--- src/rtl/serial_add_ctrl_pkg.sv ---
// Shared types for the bit-serial adder controller: FSM state encoding and counter sizing.
package serial_add_pkg;

  typedef enum logic [1:0] {
    IDLE = 2'b00,
    RUN  = 2'b01,
    DONE = 2'b10
  } state_t;

  function automatic int cnt_w(input int width);
    return (width < 2) ? 1 : $clog2(width);
  endfunction

endpackage

--- src/rtl/serial_add_ctrl_if.sv ---
// Start/busy/done handshake and operand/result bus of serial_add_ctrl.
// Optional SERIAL_ADD_SUB_EN adds the sub request bit.
interface serial_add_ctrl_if #(
  parameter int WIDTH = 8
);
  logic             start;
  logic [WIDTH-1:0] A;
  logic [WIDTH-1:0] B;
  logic             CI;
`ifdef SERIAL_ADD_SUB_EN
  logic             sub;
`endif
  logic [WIDTH-1:0] S;
  logic             CO;
  logic             busy;
  logic             done;

`ifdef SERIAL_ADD_SUB_EN
  modport master (output start, A, B, CI, sub, input S, CO, busy, done);
  modport slave  (input start, A, B, CI, sub, output S, CO, busy, done);
`else
  modport master (output start, A, B, CI, input S, CO, busy, done);
  modport slave  (input start, A, B, CI, output S, CO, busy, done);
`endif

endinterface

--- src/rtl/serial_add_ctrl_full_adder.sv ---
// One-bit full adder cell, time-shared by serial_add_ctrl.
module full_adder (
  input  logic A,
  input  logic B,
  input  logic CI,
  output logic S,
  output logic CO
);

  assign S  = A ^ B ^ CI;
  assign CO = (A & B) | (CI & (A ^ B));

endmodule

--- src/rtl/serial_add_ctrl.sv ---
// Bit-serial WIDTH-bit adder: one full_adder cell, LSB first, start/busy/done handshake.
// Optional SERIAL_ADD_SUB_EN enables subtraction (A-B) through the sub request bit.
//
// state | meaning
// IDLE  | waiting for start; S/CO hold the last result
// RUN   | one operand bit pair processed per edge, WIDTH edges total
// DONE  | one-cycle done pulse, S/CO valid
module serial_add_ctrl
  import serial_add_pkg::*;
#(
  parameter int WIDTH = 8
) (
  input logic               clk,
  input logic               rst,
  serial_add_ctrl_if.slave  bus
);

  localparam int CNT_W = cnt_w(WIDTH);
  localparam logic [CNT_W-1:0] CNT_LAST = CNT_W'(WIDTH - 1);

  state_t           state_q, state_d;
  logic [CNT_W-1:0] cnt_q, cnt_d;
  logic [WIDTH-1:0] opa_q, opa_d;
  logic [WIDTH-1:0] opb_q, opb_d;
  logic [WIDTH-1:0] s_q, s_d;
  logic             carry_q, carry_d;
  logic             fa_s, fa_co;
  logic [WIDTH-1:0] b_load;
  logic             c_load;

`ifdef SERIAL_ADD_SUB_EN
  // Two's-complement subtract: A + ~B + 1; final carry=1 means no borrow.
  assign b_load = bus.sub ? ~bus.B : bus.B;
  assign c_load = bus.sub ? 1'b1 : bus.CI;
`else
  assign b_load = bus.B;
  assign c_load = bus.CI;
`endif

  full_adder u_fa (
    .A  (opa_q[0]),
    .B  (opb_q[0]),
    .CI (carry_q),
    .S  (fa_s),
    .CO (fa_co)
  );

  always_ff @(posedge clk) begin
    if (rst) begin
      state_q <= IDLE;
      cnt_q   <= '0;
      opa_q   <= '0;
      opb_q   <= '0;
      s_q     <= '0;
      carry_q <= 1'b0;
    end else begin
      state_q <= state_d;
      cnt_q   <= cnt_d;
      opa_q   <= opa_d;
      opb_q   <= opb_d;
      s_q     <= s_d;
      carry_q <= carry_d;
    end
  end

  always_comb begin
    state_d = state_q;
    cnt_d   = cnt_q;
    opa_d   = opa_q;
    opb_d   = opb_q;
    s_d     = s_q;
    carry_d = carry_q;
    case (state_q)
      IDLE: begin
        if (bus.start) begin
          state_d = RUN;
          opa_d   = bus.A;
          opb_d   = b_load;
          carry_d = c_load;
          cnt_d   = '0;
          s_d     = '0;
        end
      end
      RUN: begin
        s_d     = {fa_s, s_q[WIDTH-1:1]};
        opa_d   = {1'b0, opa_q[WIDTH-1:1]};
        opb_d   = {1'b0, opb_q[WIDTH-1:1]};
        carry_d = fa_co;
        cnt_d   = cnt_q + CNT_W'(1);
        if (cnt_q == CNT_LAST) begin
          state_d = DONE;
        end
      end
      DONE: begin
        state_d = IDLE;
      end
      default: begin
        state_d = IDLE;
      end
    endcase
  end

  assign bus.S    = s_q;
  assign bus.CO   = carry_q;
  assign bus.busy = (state_q != IDLE);
  assign bus.done = (state_q == DONE);

endmodule

--- src/flat_wrapper.sv ---
// flat-port wrapper written by rule: the top's interface ports become plain ports
module serial_add_ctrl_flat import serial_add_pkg::*;
#(
  parameter int WIDTH = 8
)
  (clk, rst, bus_start, bus_A, bus_B, bus_CI, bus_S, bus_CO, bus_busy, bus_done);
  serial_add_ctrl_if #(.WIDTH(WIDTH)) bus_i ();
  input logic clk;
  input logic rst;
  input wire logic [$bits(bus_i.start)-1:0] bus_start;
  input wire logic [$bits(bus_i.A)-1:0] bus_A;
  input wire logic [$bits(bus_i.B)-1:0] bus_B;
  input wire logic [$bits(bus_i.CI)-1:0] bus_CI;
  output wire logic [$bits(bus_i.S)-1:0] bus_S;
  output wire logic [$bits(bus_i.CO)-1:0] bus_CO;
  output wire logic [$bits(bus_i.busy)-1:0] bus_busy;
  output wire logic [$bits(bus_i.done)-1:0] bus_done;
  assign bus_i.start = bus_start;
  assign bus_i.A = bus_A;
  assign bus_i.B = bus_B;
  assign bus_i.CI = bus_CI;
  assign bus_S = bus_i.S;
  assign bus_CO = bus_i.CO;
  assign bus_busy = bus_i.busy;
  assign bus_done = bus_i.done;
  serial_add_ctrl #(.WIDTH(WIDTH)) u_core (.clk(clk), .rst(rst), .bus(bus_i));
endmodule
--- config.mk ---
export PLATFORM = sky130hd
export DESIGN_NAME = serial_add_ctrl_flat
export DESIGN_NICKNAME = d
export VERILOG_FILES = /design/src/rtl/serial_add_ctrl_pkg.sv /design/src/rtl/serial_add_ctrl_if.sv /design/src/rtl/serial_add_ctrl_full_adder.sv /design/src/rtl/serial_add_ctrl.sv /design/src/flat_wrapper.sv
export SDC_FILE = /design/constraint.sdc
export NUM_CORES = 1
export LEC_CHECK = 0
export ABC_CLOCK_PERIOD_IN_PS = 1260
export CORE_ASPECT_RATIO = 1.4
export CORE_UTILIZATION = 43
export DETAILED_ROUTE_END_ITERATION = 16
export GPL_TIMING_DRIVEN = 0
export PLACE_DENSITY = 0.74
export REMOVE_ABC_BUFFERS = 1
export SLEW_MARGIN = 25
export SYNTH_ARGS = -nofsm -noshare
export SYNTH_HDL_FRONTEND = slang
export SYNTH_SLANG_ARGS = --single-unit
--- constraint.sdc ---
create_clock -name clk -period 1.26 [get_ports clk]
set_input_delay 0.252 -clock clk [delete_from_list [all_inputs] [get_ports clk]]
set_output_delay 0.252 -clock clk [all_outputs]
set_load 0.02 [all_outputs]
==> flow_summary.yaml, run 1 <==
detailed_routing:
  viasPerCell: 5.33
  drc_errors: 0
  first_iter_violations: 27
  drt_first_pass_iters: 4
  post_drt_wl_per_cell_um: 13.7
  num_vias: 1077
  drtAntennaViolNets: 0
  drt-total-wl_um: 2770
pwr:
  clockPowerShare_pct: 40.7
  intPower_uw: 1750
  p_per_area_mw_per_mm2: 1300
  comb_power_share_pct: 14.0
  pwr-share-seq_pct: 45.3
  p_leak_uw: 0.000717
  ir_drop_mv: 0.923
  switching_share_pct: 23.9
  power_switching_uw: 549
sta:
  fin_crit_sh_pct: 103
  fin_crit_ns: 1.30
  worst_slack_ns: -0.0357
  rsz0062_at_grt: "yes"
  tightest_slew_ns: 0.433
  fin_tns_setup_ns: -0.159
  fin_skew_ns: 0.00798
  relSlewSlack_pct: 71.1
  setup_viol: 8
  finalHoldViolations: 0
  slew_viol_final: 0
  clock.fmax_mhz: 772
global_route:
  grt_overflow_total: 0
  antenna_found_initial: 0
  grt_pass1_vias: 1023
  grt_max_degree: 17
  grt_pass1_wl_um: 4220
  grt_usage_pct: 18.9
cts:
  cts.sinks: 30
  ctsRootBufferMaster: "clkbuf_8"
  cts_max_level: 2
  clk_latency_ns: 0.28
  ctsHoldBuffers: 0
  cts.path.max_buffers: 2
  cts_buffers: 5
  clk_pin_slew_ns: 0.06
  cts_tree: "yes"
worst_setup_path:
  crit_buf_inv: 1
  crit_arrival_ns: 1.46
  cp_cell_sequence: "buf_6 -> or3b_4 -> o221ai_2 -> nor2_1"
  slowest_delay_ns: 0.46
  crit_fanout: 7
  critical_path_class: "register to register"
  crit_path_start_kind: "register"
  cp-end-kind: "register"
  crit_required_ns: 1.43
  critPathTopFamily: "simple AND/OR/NAND/NOR gates"
  worst_path_max_delay_cell: "or3b_4"
finish:
  diodes: 0
  fin_cells: 202
  nNetsFinal: 187
  drive_above_1_share_pct: 27.3
  num-fill-cells: 228
  syn_to_final_growth_pct: 39.7
  multi_input_area_um2: 647
  fin_util_pct: 62.3
  seq_area_um2: 609
synthesis:
  synth_cells: 128
  yosysSeqAreaShare_pct: 47.3
  synth_cell_type_count: 27
  syn_avg_cell_area_um2: 9.92
  yosys_warnings: 0
  yosysTopAreaCellShare_pct: 47.3
  syn_area_mm2: 0.00127
  synth-seq-cells: 30
  yosys.area.top_type: "dfxtp_1"
  synthTopCellsByArea: "dfxtp_1 47%, o221ai_2 12%, nor2_1 11%"
floorplanning:
  coreArea_mm2: 0.00285
  boundaryPins: 31
  die_y_um: 66.3
  die_width_um: 47.9
  die-area_mm2: 0.00318
  initial_utilization_pct: 44.6
  rows: 23
placement:
  placed_cells: 185
  io_buffers: 30
  globalplace.congestion: 0.712
  post-dp-hpwl_um: 1680
run_status:
  status: "finished, violations left"
  failed_checks: "negative setup slack"
run:
  timing.max_cap.violations: 0
worst_hold_path:
  hp-class: "input port to register"
==> path summary, 6_finish.rpt <==
check | depth (start not counted) | slack (ns) | start | to
max | 4 | -0.04 | u_core.state_q[1] | u_core.opa_q[3]
min | 2 | 0.40 | rst | u_core.bus.S[7]
max reg2reg | 4 | -0.04 | u_core.state_q[1] | u_core.opa_q[3]
min reg2reg | 2 | 0.49 | u_core.opa_q[2] | u_core.opa_q[2]
==> timing repair <==
item	4_1_cts	5_1_grt
gates resized for setup	37	15
endpoints found under the setup margin	39	27
buffers inserted	3	5
cloned	1	1
pin swaps	2	6
==> state kept, by name, summed over array words and instances, names as in the netlist <==
signal	cells
u_core.cnt_q	3
u_core.bus.CO	1
u_core.bus.S	8
u_core.state_q	2
u_core.opb_q	8
u_core.opa_q	8
==> cell families (layout without fill, tap and decap cells) <==
kind of cell / after synthesis / after routing / synth area share, %
simple gates: 45 / 47 / 15.5
compound gates: 35 / 35 / 26.2
flops: 30 / 30 / 47.3
buf+inv: 14 / 49 / 6.70
fa+ha+maj: 3 / 3 / 3.55
mux: 1 / 1 / 0.788
==> per-stage QoR <==
stage,total power [uW],instance area (um2),setup slack [ns],hold slack [ns]
2_1_floorplan,1220,1200,-0.172,0.321
3_3_place_gp,1340,1550,-0.747,0.457
3_5_place_dp,1350,1550,-0.779,0.472
4_1_cts,2300,1700,-0.113,0.488
5_1_grt,2400,1770,-0.0737,0.426
6_report,2300,1770,-0.0357,0.397
==> power groups by stage <==
| stage | logic [uW] | clock network, uW | registers, uW |
|---|---|---|---|
| 6_report | 322 | 935 | 1040 |
| 3_5_place_dp | 285 | 0 | 1060 |
| 5_1_grt | 356 | 1000 | 1050 |
| 3_3_place_gp | 279 | 0 | 1060 |
| 2_1_floorplan | 157 | 0 | 1060 |
| 4_1_cts | 308 | 951 | 1040 |
==> area by class of cell <==
type                    count  area share (%)
flip-flops and latches     30            34.3
clock buffers               5            3.88
multi-input cells          86            36.5
well taps                  37            2.61
repair buffers             37            19.4
inverters                   4            1.06
clock inverters             3            2.26
==> synthesized netlist by cell type <==
master,number
a211oi_1,1
a21oi_1,5
a22oi_1,9
a2bb2oi_1,1
and3_1,1
buf_12,1
buf_2,4
buf_4,1
buf_6,1
clkbuf_1,3
dfxtp_1,30
fa_1,1
ha_1,2
inv_1,4
mux2i_1,1
nand2b_1,1
nand3b_1,2
nor2_1,36
nor2b_1,3
o21ai_0,2
o21ba_2,1
o21bai_1,1
o221a_2,1
o221ai_1,4
o221ai_2,10
or2_2,1
or3b_1,1
==> routing by layer <==
metal  global-route usage (%)  wire length, um
met2                     32.1             1390
met4                     8.33               32
met1                     19.6             1190
met3                     7.10              161
met5                        0                0
==> cells in the final DEF, fill, tap and decap left out, types with 4 or more instances in the layout <==
| cell type | Yosys | layout |
|---|---|---|
| a21oi_1 | 5 | 4 |
| clkdlybuf4s50_1 | 0 | 17 |
| o221ai_1 | 4 | 4 |
| o221ai_2 | 10 | 10 |
| clkbuf_8 | 0 | 5 |
| dfxtp_1 | 30 | 27 |
| a22oi_1 | 9 | 9 |
| dlygate4sd2_1 | 0 | 5 |
| nor2_1 | 36 | 36 |
Power figures use the tool's default switching activity.
==> run 2: changes to the inputs <==
--- a/config.mk
+++ b/config.mk
@@ -12,6 +12,7 @@
 export GPL_TIMING_DRIVEN = 0
 export PLACE_DENSITY = 0.74
 export REMOVE_ABC_BUFFERS = 1
+export SKIP_CTS_REPAIR_TIMING = 1
 export SLEW_MARGIN = 25
 export SYNTH_ARGS = -nofsm -noshare
 export SYNTH_HDL_FRONTEND = slang
==> flow_summary.yaml, run 2 (synthesis gave the netlist of run 1 again) <==
finish:
  final_common_cell: "nor2_1"
  syn_to_final_growth_pct: 40.2
  drive_above_1_share_pct: 26.1
  fin_util_pct: 62.5
  final_cell_mix: "36 x nor2_1, 27 x dfxtp_1, 17 x clkdlybuf4s50_1, 12 x o221ai_2, 10 x dlymetal6s2s_1"
  fin_cells: 198
  diodes: 0
  nNetsFinal: 183
worst_setup_path:
  r2r_slack_ns: 0.02
  crit_end: "bus_busy"
  worstReg2RegEnd: "u_core.bus.CO"
  crit_buf_inv: 1
  startpoint: "u_core.state_q[1]"
  crit_arrival_ns: 1.02
  critPathTopFamily: "flip-flops"
  crit_required_ns: 1.01
  rr_worst_depth: 2
  r2r-start: "u_core.state_q[1]"
  cp_cell_sequence: "or2_4 -> buf_6"
  worstSetupPathDepth: 2
  cp-end-kind: "output port"
  crit_path_start_kind: "register"
  slowest_delay_ns: 0.37
  critical_path_class: "register to output port"
  worst_path_max_delay_cell: "dfxtp_4"
  crit_fanout: 7
run_status:
  status: "finished, violations left"
  failed_checks: "negative setup slack"
pwr:
  comb_power_share_pct: 14.1
  p_leak_uw: 0.000826
  switching_share_pct: 23.8
  p_per_area_mw_per_mm2: 1290
  clockPowerShare_pct: 40.5
  pwr-share-seq_pct: 45.4
  intPower_uw: 1750
  power_switching_uw: 546
  ir_drop_mv: 0.928
detailed_routing:
  first_iter_violations: 25
  topRoutingLayerUsed: "met4"
  post_drt_wl_per_cell_um: 14.0
  drtAntennaViolNets: 0
  wl_met1_um: 1130
  drt-total-wl_um: 2770
  drt_first_pass_iters: 4
  drc_errors: 0
  wl_met2_um: 1420
  viasPerCell: 5.37
  num_vias: 1064
  wl_met3_um: 170
cts:
  cts_buffers: 5
  clk_pin_slew_ns: 0.07
  clk_latency_ns: 0.28
  cts.path.max_buffers: 2
  cts_max_level: 2
  cts_tree: "yes"
  ctsRootBufferMaster: "clkbuf_8"
  cts.sinks: 30
global_route:
  grt_pass1_vias: 969
  antenna_found_initial: 0
  grt_overflow_total: 0
  grt_pass1_wl_um: 4020
  grt_usage_pct: 18.0
  grt_max_degree: 17
run:
  timing.max_cap.violations: 0
floorplanning:
  die-area_mm2: 0.00318
  die_width_um: 47.9
  die_y_um: 66.3
  rows: 23
  initial_utilization_pct: 44.6
  coreArea_mm2: 0.00285
  boundaryPins: 31
sta:
  tightest_slew_ns: 0.366
  slew_viol_final: 0
  setup_viol: 1
  finalHoldViolations: 0
  clock.fmax_mhz: 788
  fin_crit_ns: 1.27
  relSlewSlack_pct: 75.5
  fin_crit_sh_pct: 101
  fin_skew_ns: 0.00705
  fin_tns_setup_ns: -0.00874
  worst_slack_ns: -0.00874
  rsz0062_at_grt: "yes"
placement:
  placed_cells: 185
  globalplace.congestion: 0.712
  post-dp-hpwl_um: 1680
  io_buffers: 30
worst_hold_path:
  min-delay-start: "rst"
  hp-class: "input port to register"
-- run 2: how the worst min path moves through the flow --
stage	end	cells past startpoint
global route	u_core.bus.S[6]	2
floorplan	u_core.opa_q[7]	1
global placement	u_core.opa_q[2]	2
finish	u_core.cnt_q[2]	2
detailed placement	u_core.opa_q[1]	2
CTS	u_core.opa_q[3]	2
-- run 2: cell type report --
class / count / area, um2
Inverter: 4 / 18.8
Fill cell: 223 / 1070
Timing Repair Buffer: 34 / 342
Clock inverter: 3 / 40.0
Multi-Input combinational cell: 85 / 656
Sequential cell: 30 / 609
Clock buffer: 5 / 68.8
Tap cell: 37 / 46.3
-- run 2: metal layers --
metal | global-route usage (%) | vias up
met5 | 0 | -
met4 | 6.25 | 0
met1 | 18.7 | 500
met3 | 6.83 | 8
met2 | 31.3 | 31
li1 | - | 525
-- run 2: metrics by stage --
step	area (um2)	hold WS (ns)	setup slack, ns	total power [uW]
after floorplan	1200	0.321	-0.172	1220
after global placement	1550	0.457	-0.747	1340
after detailed placement	1550	0.472	-0.779	1350
after CTS	1660	0.488	-0.526	2280
after global routing	1780	0.428	-0.0299	2410
final	1780	0.398	-0.00874	2300
-- run 2: worst register-to-register path, cell delays in order, from the launching register on --
cell     delay, ns
dfxtp_4       0.37
or3b_4        0.48
o221a_2       0.29
-- run 2: power groups by stage --
stage	combinational [uW]	sequential (uW)	clock, uW
final	324	1040	929
after floorplan	157	1060	0
after global routing	359	1050	998
after CTS	288	1040	951
after detailed placement	285	1060	0
after global placement	279	1060	0
